--- src/rtl/fifo_pkg.sv ---
// fifo_pkg: shared sizing, types and state encoding for the FIFO controller.
//   DEPTH       number of RAM entries (>= 2, any value; wrap is explicit)
//   VECTOR_SIZE RAM word width
//   data_t / address_t / usedw_t and the fifo_state_t controller states.
package fifo_pkg;

  localparam int DEPTH       = 8;
  localparam int VECTOR_SIZE = 8;
  localparam int ADDR_W      = $clog2(DEPTH);
  // One extra bit so the occupancy can represent DEPTH itself.
  localparam int USEDW_W     = $clog2(DEPTH) + 1;

  typedef logic [VECTOR_SIZE-1:0] data_t;
  typedef logic [ADDR_W-1:0]      address_t;
  typedef logic [USEDW_W-1:0]     usedw_t;

  typedef enum logic [1:0] {
    S_EMPTY = 2'd0,
    S_MID   = 2'd1,
    S_FULL  = 2'd2
  } fifo_state_t;

endpackage

--- src/rtl/fifo_ctrl_ptr.sv ---
// fifo_ptr: wrapping RAM address counter (0..DEPTH-1) with synchronous clear.
//   clk_i  clock, rising edge
//   clr_i  synchronous clear to 0 (dominates inc_i)
//   inc_i  advance by one, wrapping DEPTH-1 -> 0
//   ptr_o  current (registered) address
module fifo_ptr
  import fifo_pkg::*;
(
  input  logic     clk_i,
  input  logic     clr_i,
  input  logic     inc_i,
  output address_t ptr_o
);

  address_t ptr_q, ptr_d;

  // Explicit compare-and-wrap so non-power-of-two depths work.
  always_comb begin
    ptr_d = ptr_q;
    if (inc_i)
      ptr_d = (ptr_q == address_t'(DEPTH - 1)) ? '0 : ptr_q + address_t'(1);
  end

  always_ff @(posedge clk_i) begin
    if (clr_i) ptr_q <= '0;
    else       ptr_q <= ptr_d;
  end

  assign ptr_o = ptr_q;

endmodule

--- src/rtl/fifo_ctrl.sv ---
// fifo_ctrl: sequences a dual-address vector RAM as a synchronous FIFO.
//   clk_i / rst_i        clock and synchronous active-high reset
//   push_i / pop_i       write / read requests
//   clr_err_i            clears the sticky overflow/underflow flags
//   wr_en_o / rd_en_o    RAM strobes (combinational from accepted requests)
//   count_push_o/_pop_o  RAM write / read addresses (registered pointers)
//   usedw_o              occupancy 0..DEPTH
//   full/empty/almost_*  status flags
//   data_valid_o         RAM data_out carries a popped word this cycle
//   overflow/underflow_o sticky rejected-push / rejected-pop errors
module fifo_ctrl
  import fifo_pkg::*;
#(
  parameter int AF_TH = DEPTH - 2,
  parameter int AE_TH = 2
) (
  input  logic     clk_i,
  input  logic     rst_i,
  input  logic     push_i,
  input  logic     pop_i,
  input  logic     clr_err_i,
  output logic     wr_en_o,
  output logic     rd_en_o,
  output address_t count_push_o,
  output address_t count_pop_o,
  output usedw_t   usedw_o,
  output logic     full_o,
  output logic     empty_o,
  output logic     almost_full_o,
  output logic     almost_empty_o,
  output logic     data_valid_o,
  output logic     overflow_o,
  output logic     underflow_o
);

  fifo_state_t state_q, state_d;
  usedw_t      usedw_q, usedw_d;
  logic        dv_q;
  logic        ovf_q, ovf_d;
  logic        udf_q, udf_d;
  logic        push_ok, pop_ok;

  assign empty_o = (state_q == S_EMPTY);
  assign full_o  = (state_q == S_FULL);

  // No empty bypass: a pop needs stored data. At full, a push is still
  // taken alongside a pop (RAM reads before it writes the same address).
  assign pop_ok  = pop_i & ~empty_o;
  assign push_ok = push_i & (~full_o | pop_ok);

  assign wr_en_o = push_ok & ~rst_i;
  assign rd_en_o = pop_ok  & ~rst_i;

  fifo_ptr u_wptr (
    .clk_i (clk_i),
    .clr_i (rst_i),
    .inc_i (push_ok),
    .ptr_o (count_push_o)
  );

  fifo_ptr u_rptr (
    .clk_i (clk_i),
    .clr_i (rst_i),
    .inc_i (pop_ok),
    .ptr_o (count_pop_o)
  );

  always_comb begin
    usedw_d = usedw_q;
    case ({push_ok, pop_ok})
      2'b10:   usedw_d = usedw_q + usedw_t'(1);
      2'b01:   usedw_d = usedw_q - usedw_t'(1);
      default: usedw_d = usedw_q;
    endcase
  end

  // Only a net push or net pop can move the state; push+pop holds it.
  always_comb begin
    state_d = state_q;
    case (state_q)
      S_EMPTY: if (push_ok) state_d = S_MID;
      S_MID: begin
        if (push_ok && !pop_ok && usedw_q == usedw_t'(DEPTH - 1))
          state_d = S_FULL;
        else if (pop_ok && !push_ok && usedw_q == usedw_t'(1))
          state_d = S_EMPTY;
      end
      S_FULL:  if (pop_ok && !push_ok) state_d = S_MID;
      default: state_d = S_EMPTY;
    endcase
  end

  // A fresh error takes priority over a coincident clear.
  assign ovf_d = (push_i & ~push_ok) | (ovf_q & ~clr_err_i);
  assign udf_d = (pop_i  & ~pop_ok)  | (udf_q & ~clr_err_i);

  always_ff @(posedge clk_i) begin
    if (rst_i) begin
      state_q <= S_EMPTY;
      usedw_q <= '0;
      dv_q    <= 1'b0;
      ovf_q   <= 1'b0;
      udf_q   <= 1'b0;
    end else begin
      state_q <= state_d;
      usedw_q <= usedw_d;
      dv_q    <= rd_en_o;
      ovf_q   <= ovf_d;
      udf_q   <= udf_d;
    end
  end

  assign usedw_o        = usedw_q;
  assign almost_full_o  = (usedw_q >= usedw_t'(AF_TH));
  assign almost_empty_o = (usedw_q <= usedw_t'(AE_TH));
  assign data_valid_o   = dv_q;
  assign overflow_o     = ovf_q;
  assign underflow_o    = udf_q;

endmodule

--- config.mk ---
export PLATFORM = sky130hd
export DESIGN_NAME = fifo_ctrl
export DESIGN_NICKNAME = d
export VERILOG_FILES = /design/src/rtl/fifo_pkg.sv /design/src/rtl/fifo_ctrl_ptr.sv /design/src/rtl/fifo_ctrl.sv
export SDC_FILE = /design/constraint.sdc
export NUM_CORES = 1
export LEC_CHECK = 0
export CAP_MARGIN = 20
export CORE_AREA = 10 10 53 55
export CTS_CLUSTER_DIAMETER = 30
export CTS_CLUSTER_SIZE = 16
export DETAILED_ROUTE_END_ITERATION = 10
export DIE_AREA = 0 0 63 65
export PLACE_DENSITY = 0.82
export SLEW_MARGIN = 20
export SYNTH_ARGS = -nofsm -noshare
export SYNTH_HDL_FRONTEND = slang
export SYNTH_SLANG_ARGS = --single-unit
export TNS_END_PERCENT = 1
--- constraint.sdc ---
create_clock -name clk_i -period 3.9 [get_ports clk_i]
set_input_delay 0.78 -clock clk_i [delete_from_list [all_inputs] [get_ports clk_i]]
set_output_delay 0.78 -clock clk_i [all_outputs]
set_load 0.05 [all_outputs]
Yosys cells after proc, flatten, opt, wreduce, memory -nomap -nowiden:

Index checks and enable logic that the tools add are counted.
W data, S select, Z words.

* add/sub/neg operators: 4
* magnitude comparators: 2
* equality and inequality tests: 11
* muxes and demuxes: 8
* bitwise operators: 17
* reductions and logical operators: 9

Operators by type and width (count)
* $and A1 B1 Y1: 8
* $mux W2: 4
* $pmux W4 S2: 1
* $add A3 B1 Y3 const B: 2
* $eq A3 B3 Y1 const B: 2
* $mux W3: 2
* $not A1 Y1: 6
* $pmux W2 S3: 1
* $add A4 B1 Y4 const B: 1
* $eq A2 B1 Y1 const B: 2
* $eq A2 B2 Y1 const B: 2
* $eq A4 B1 Y1 const B: 1
* $eq A4 B3 Y1 const B: 1
* $ge A4 B3 Y1 const B: 1
* $le A4 B2 Y1 const B: 1
* $logic_and A1 B1 Y1: 4
* $ne A2 B1 Y1 const B: 2
* $sub A4 B1 Y4 const B: 1
* $ne A3 B3 Y1 const B: 1
* $or A1 B1 Y1: 3
* $reduce_and A3 Y1: 1
* $logic_not A1 Y1: 2
* $logic_not A2 Y1: 1
* $reduce_bool A2 Y1: 1

* flip-flop bits (word level): 15
* output and inout port bits: 19
* logic and storage cells: 58

Depth between registers and ports, before layout:

Gate-level depths: netlist (run 1).

* depth in word-level cells: 11
* mapped depth: 5

Modules after synthesis:

From an unflattened synthesis (run 1), not the netlist that was laid out.

* cell total of the unflattened synthesis: 97
* area, all modules: 870.8 µm²

By module, submodules not included
* fifo_ctrl: instances 1, cells an instance 71, area each 588.1 µm²
* fifo_ptr: instances 2, cells an instance 13, area each 141.4 µm²

Worst setup path after synthesis (run 1):

No wires, ideal clock.

* kind: input-to-output
* from: input pop_i
* to: output wr_en_o
* arrival time: 1.892 ns
* required time: 3.120 ns
* slack: 1.228 ns
* stages on the path: 4
* cell sequence: buf_2 -> inv_1 -> a21o_4 -> nor2_1

* word-level cells in the longest chain between the ends: 4

RTL lines
* start: declaration: RTL line fifo_ctrl.sv:20 `input logic pop_i,`
* $and A1 B1 Y1: RTL line fifo_ctrl.sv:48 `assign pop_ok = pop_i & ~empty_o;`
* $or A1 B1 Y1: RTL line fifo_ctrl.sv:49 `assign push_ok = push_i & (~full_o | pop_ok);`
* $and A1 B1 Y1: RTL line fifo_ctrl.sv:49
* $and A1 B1 Y1: RTL line fifo_ctrl.sv:51 `assign wr_en_o = push_ok & ~rst_i;`
* end: declaration: RTL line fifo_ctrl.sv:22 `output logic wr_en_o,`

No other way between the ends.

Final worst setup path (run 1):

Ends and elaborated chain as after synthesis.

==> results of run 1 <==
## power groups by stage
stage | clock, W | sequential [W] | combinational (W)
floorplan | 0 | 0.000206 | 0.0000665
CTS | 0.0000936 | 0.000179 | 0.000130
detailed placement | 0 | 0.000182 | 0.000129
global placement | 0 | 0.000182 | 0.000128
finish | 0.0000879 | 0.000179 | 0.000128
global route | 0.0000989 | 0.000182 | 0.000138
## registers in the layout (all words and copies together) (netlist names)
signal and count:
underflow_o 1, u_rptr.ptr_o 3, data_valid_o 1, state_q 2, u_wptr.ptr_o 3, overflow_o 1
usedw_o 4
## worst paths after layout
check / start / endpoint / slack (ns)
setup reg to reg: usedw_o[0] / state_q[1] / 2.35
setup / recovery: pop_i / wr_en_o / 0.42
hold reg to reg: u_wptr.ptr_o[1] / u_wptr.ptr_o[1] / 0.49
hold / removal: u_wptr.ptr_o[1] / u_wptr.ptr_o[1] / 0.49
## routing by layer
| layer | track usage [%] | up-vias |
|---|---|---|
| met3 | 4.47 | 2 |
| met1 | 10.0 | 344 |
| met2 | 17.5 | 15 |
| met5 | 0 | - |
| met4 | 2.51 | 0 |
| li1 | - | 384 |
## layout make-up
type / instances / area share [%]
multi-input cells: 69 / 45.3
flip-flops and latches: 15 / 26.6
repair buffers: 24 / 21.1
well taps: 27 / 2.99
clock buffers: 4 / 2.33
inverters: 5 / 1.66
## kinds of logic (layout without fill, tap and decap cells)
group,count (synthesis),after routing
XOR/XNOR,1,1
adder cells (fa/ha/maj),8,8
AND/OR/NAND/NOR,32,32
multiplexers,5,5
flip-flops,15,15
buffers and inverters,9,33
AO/OA/AOI/OAI,23,23
## placed cells by master, fill, tap and decap left out, types with 2 or more instances in the layout
master           instances
mux2_1                   2
a21oi_1                  6
nor3_1                   2
inv_1                    4
nand3_1                  2
ha_1                     8
nand2b_1                 2
dfxtp_1                 15
clkdlybuf4s50_1         23
o21ai_0                  2
nor2_1                  13
nor2_2                   2
nand2_1                  2
a22oi_1                  2
clkbuf_4                 3
mux2i_1                  3
o21a_1                   2
## through the flow
step	setup WS, ns	utilization [%]	hold slack (ns)	power (W)	std cells
after floorplan	1.23	-	0.567	0.000273	93
after global placement	0.440	59.2	0.468	0.000309	140
after detailed placement	0.422	59.2	0.471	0.000312	140
after CTS	0.422	60.6	0.493	0.000402	144
after global routing	0.330	60.6	0.505	0.000419	144
final	0.420	60.6	0.489	0.000395	144
## cells in the mapped netlist, drive strengths merged
| cell type | instances | area, um2 |
|---|---|---|
| dfxtp | 15 | 300 |
| nor2 | 15 | 61.3 |
| ha | 8 | 100 |
| a21oi | 6 | 30.0 |
| inv | 5 | 18.8 |
| buf | 3 | 20.0 |
| mux2i | 3 | 30.0 |
| o21ai | 3 | 26.3 |
| a21o | 2 | 22.5 |
| a22oi | 2 | 15.0 |
| mux2 | 2 | 22.5 |
| nand2 | 2 | 7.51 |
| nand2b | 2 | 12.5 |
| nand3 | 2 | 10.0 |
| nor2b | 2 | 20.0 |
| nor3 | 2 | 10.0 |
| o21a | 2 | 15.0 |
| a211oi | 1 | 7.51 |
| a21bo | 1 | 10.0 |
| a311o | 1 | 10.0 |
| a31oi | 1 | 6.26 |
| a32oi | 1 | 8.76 |
| and3 | 1 | 6.26 |
| and4b | 1 | 10.0 |
| clkbuf | 1 | 3.75 |
| nand3b | 1 | 7.51 |
| nor3b | 1 | 7.51 |
| o2111ai | 1 | 8.76 |
| o22ai | 1 | 6.26 |
| o32ai | 1 | 8.76 |
| or3 | 1 | 6.26 |
| or3b | 1 | 8.76 |
| or4 | 1 | 7.51 |
| xnor2 | 1 | 8.76 |
## tightest hold or removal path, stage by stage (launching register included)
cell and delay [ns]:
dfxtp_1 0.33, nand2_1 0.06, a21oi_1 0.05
==> impl_metrics.toml, run 1 <==
[drt]
drcViolationCount = 0
drt_first_pass_iters = 4
avgViaCountPerCell = 5.17
wirelength_met1_um = 816
wl_met3_um = 105
top_layer_used = "met4"
wl_per_cell_um = 13.2
wl_met2_um = 969
antenna_left = 0
routed_wl_um = 1900
initialDrtViolationCount = 25
vias = 745

[flow_run]
cap_violations = 0

[cells_and_area]
area_delta_synth_final_pct = 32.1
multi_input_area_um2 = 512
fin_nets = 131
final_cell_area_um2 = 1130
seq_area_um2 = 300
antenna_cells = 0
fillers = 156
layout-drive-gt1-share_pct = 9.40

[clock_network]
ctsResizeCount = 0
h-tree-depth = 1
post_cts_buffers = 0
cts_buffers = 3
clock_sinks = 15
clock_latency_ns = 0.28
root_buffer = "clkbuf_4"
cts.reportedPaths.clkPinSlew_ns = 0.08
cts_tree = "built"
hold_buffers = 0
clk_path_buf_depth = 2

[sta]
finalCritPeriodShare_pct = 89.2
worstMarginPinSlew_ns = 0.512
timing.final.crit_period_ns = 3.48
hold_viol = 0
skew_ns = 0.00501
max_freq_mhz = 287
grt_setup_unrepaired = "false"
relSlewSlack_pct = 65.7
setup_viol = 0
setup_tns_ns = 0
finalMaxSlewViolations = 0

[worst_setup_path]
crit_chain = "clkdlybuf4s50_1 > inv_1 > a21o_4 > nor2_1 > clkdlybuf4s50_1"
cp_num_buf_inv = 3
worstSetupStartpointType = "primary input"
crit_type = "primary input to primary output"
slowest_delay_ns = 0.81
critPathMostFrequentCell = "clkdlybuf4s50_1"
worst_setup_path_end_kind = "primary output"
critical_path.max_fanout = 8
cpMaxStageDelayCell = "clkdlybuf4s50_1"
crit_family = "buffers and inverters"
reg2regPathDepth = 4
cp.depth = 5
worstPathRequired_ns = 3.12
arrival_ns = 2.70

[die]
die_x_um = 63
die_area_um2 = 4100
ioPinCount = 24
start_util_pct = 45.9
placeableCoreArea_um2 = 1860
num_rows = 16
die_y_um = 65

[logic_synthesis]
yosys.area_share.xor_xnor_pct = 1.02
yosysWarnings = 0
ys_seq_area_share_pct = 35.1
avgSynthCellArea_um2 = 9.19
synth_fa_ha_area_share_pct = 11.7
synthSimpleGateAreaFrac_pct = 20.5
synth_mux_area_share_pct = 6.15
synth_cells = 93
synthesis.nets = 106
synth_top_family_by_area = "compound AO/OA/AOI/OAI gates"
synth_compound_area_share_pct = 20.5
synth_cell_types = 41
ys_ff_latch = 15
synth_area_um2 = 855

[power_and_ir_drop]
pwr-share-seq_pct = 45.3
combPwrFrac_pct = 32.5
p_sw_w = 0.000144
p_int_w = 0.000251
leakagePower_nw = 0.467
p_clk_share_pct = 22.2
ir_drop_mv = 0.205
powerDensity_nw_per_um2 = 350
p_sw_share_pct = 36.4

[global_route]
grt_max_degree = 16
antenna_found_initial = 0
grt_use_total_pct = 9.73
grt_pass1_wl_um = 3320
grt_pass1_vias = 733
gr-total-overflow = 0

[min_path]
min_path_type = "register to register"
hold_depth = 2

[placed_design]
gp_congestion = 0.817
hpwl_um = 1500
io_buffers = 23
place_area_um2 = 1100

[status]
outcome = "finished, final reports clean"
Power figures use the tool's default switching activity.
==> run 2, diff against run 1 <==
Settings changed: PLACE_DENSITY 0.82 to unset, PLACE_DENSITY_LB_ADDON set to 0.15.
==> run 2 against run 1 <==
Compared with the run above: fmax about the same; hold slack lost 0.0079 ns; flip-flop and latch count is the same; combinational power about the same; final area rose by 0.11%; worst setup slack worse by 0.0023 ns; first-iteration DRC count decreased by 60%; critical path type unchanged; largest power group unchanged; highest routed layer unchanged.
==> impl_metrics.toml, run 2 (same netlist as run 1, synthesis figures left out) <==
[power_and_ir_drop]
ir_drop_mv = 0.268
powerDensity_nw_per_um2 = 349
p_total_w = 0.000395
leakagePower_nw = 0.469

[clock_network]
hold_buffers = 0
cts_tree = "built"
clk_path_buf_depth = 2
clock_latency_ns = 0.28
clock_sinks = 15
root_buffer = "clkbuf_4"
h-tree-depth = 1
ctsResizeCount = 0
post_cts_buffers = 0
cts.reportedPaths.clkPinSlew_ns = 0.09
cts_buffers = 3

[sta]
timing.final.crit_period_ns = 3.48
grt_setup_unrepaired = "false"
relSlewSlack_pct = 65.8
finalCritPeriodShare_pct = 89.3
worstMarginPinSlew_ns = 0.512
whs_ns = 0.481
skew_ns = 0.00149
max_freq_mhz = 287
setup_tns_ns = 0
hold_viol = 0
finalMaxSlewViolations = 0
setup_viol = 0

[worst_setup_path]
critPathMostFrequentCell = "clkdlybuf4s50_1"
crit_chain = "clkdlybuf4s50_1 > inv_1 > a21o_4 > nor2_1 > clkdlybuf4s50_1"
cp_num_buf_inv = 3
worstSetupStartpointType = "primary input"
worstPathRequired_ns = 3.12
reg2regPathDepth = 4
crit_end = "wr_en_o"
critical_path.max_fanout = 8
worst_setup_path_end_kind = "primary output"
r2r-start = "usedw_o[0]"
arrival_ns = 2.70
slowest_delay_ns = 0.81
crit_start = "pop_i"
cp.depth = 5
crit_type = "primary input to primary output"
r2r_setup_slack_ns = 2.37
crit_family = "buffers and inverters"
cpMaxStageDelayCell = "clkdlybuf4s50_1"
r2r_end = "state_q[1]"

[placed_design]
io_buffers = 23
hpwl_um = 1420
gp_congestion = 0.840
placed_cells = 140

[die]
die_x_um = 63
placeableCoreArea_um2 = 1860
num_rows = 16
ioPinCount = 24
die_y_um = 65
start_util_pct = 45.9
die_area_um2 = 4100

[drt]
routed_wl_um = 1810
initialDrtViolationCount = 10
antenna_left = 0
drt_first_pass_iters = 4
drcViolationCount = 0
wl_per_cell_um = 12.6
avgViaCountPerCell = 5.03
vias = 725

[cells_and_area]
layout-drive-gt1-share_pct = 10.3
post-route-util_pct = 60.7
fin_nets = 131
final_cell_mix = "clkdlybuf4s50_1 (23), dfxtp_1 (15), nor2_1 (13), ha_1 (8), a21oi_1 (6)"
largest_reg_flops = 4
final_common_cell = "clkdlybuf4s50_1"
layout.cells.non_filler = 144
antenna_cells = 0
area_delta_synth_final_pct = 32.2

[global_route]
grt_max_degree = 15
grt_pass1_vias = 684
gr-total-overflow = 0
grt_pass1_wl_um = 3130
grt_use_total_pct = 9.31
antenna_found_initial = 0

[min_path]
min_path_type = "register to register"
worstHoldStart = "u_wptr.ptr_o[1]"

[flow_run]
cap_violations = 0

[status]
outcome = "finished, final reports clean"
run 2: metrics by stage:
step / setup WS (ns) / instance area [um2]
after detailed placement: 0.413 / 1100
after CTS: 0.405 / 1130
final: 0.417 / 1130
after floorplan: 1.23 / 855
after global routing: 0.333 / 1130
after global placement: 0.439 / 1100
run 2: final cells by class:
| type | instances | area, um2 |
|---|---|---|
| clock buffers | 3 | 22.5 |
| well taps | 27 | 33.8 |
| inverters | 5 | 18.8 |
| repair buffers | 24 | 238 |
| clock inverters | 1 | 5.00 |
| flip-flops and latches | 15 | 300 |
| fillers | 172 | 732 |
| multi-input cells | 69 | 512 |
run 2: worst min-delay path by stage:
stage | end | cells after the start
after floorplan | state_q[0] | 2
after global placement | u_wptr.ptr_o[1] | 2
after detailed placement | u_wptr.ptr_o[1] | 2
after CTS | u_wptr.ptr_o[1] | 2
after global routing | u_wptr.ptr_o[0] | 2
final | u_wptr.ptr_o[1] | 2
run 2: power by group:
group	total, W	switching [W]	internal, W
Clock	0.0000877	0.0000496	0.0000381
Combinational	0.000128	0.0000797	0.0000485
Sequential	0.000179	0.0000159	0.000163
run 2: routing by layer:
metal / track usage [%] / routed length, um
met5: 0 / 0
met4: 3.35 / 21
met1: 10.0 / 830
met2: 15.2 / 839
met3: 4.98 / 123
run 2: worst reg2reg max path, stage by stage (launching register included):
cell and delay (ns):
dfxtp_1 0.49, ha_1 0.25, nand3b_1 0.12, or4_1 0.48, a21oi_1 0.13
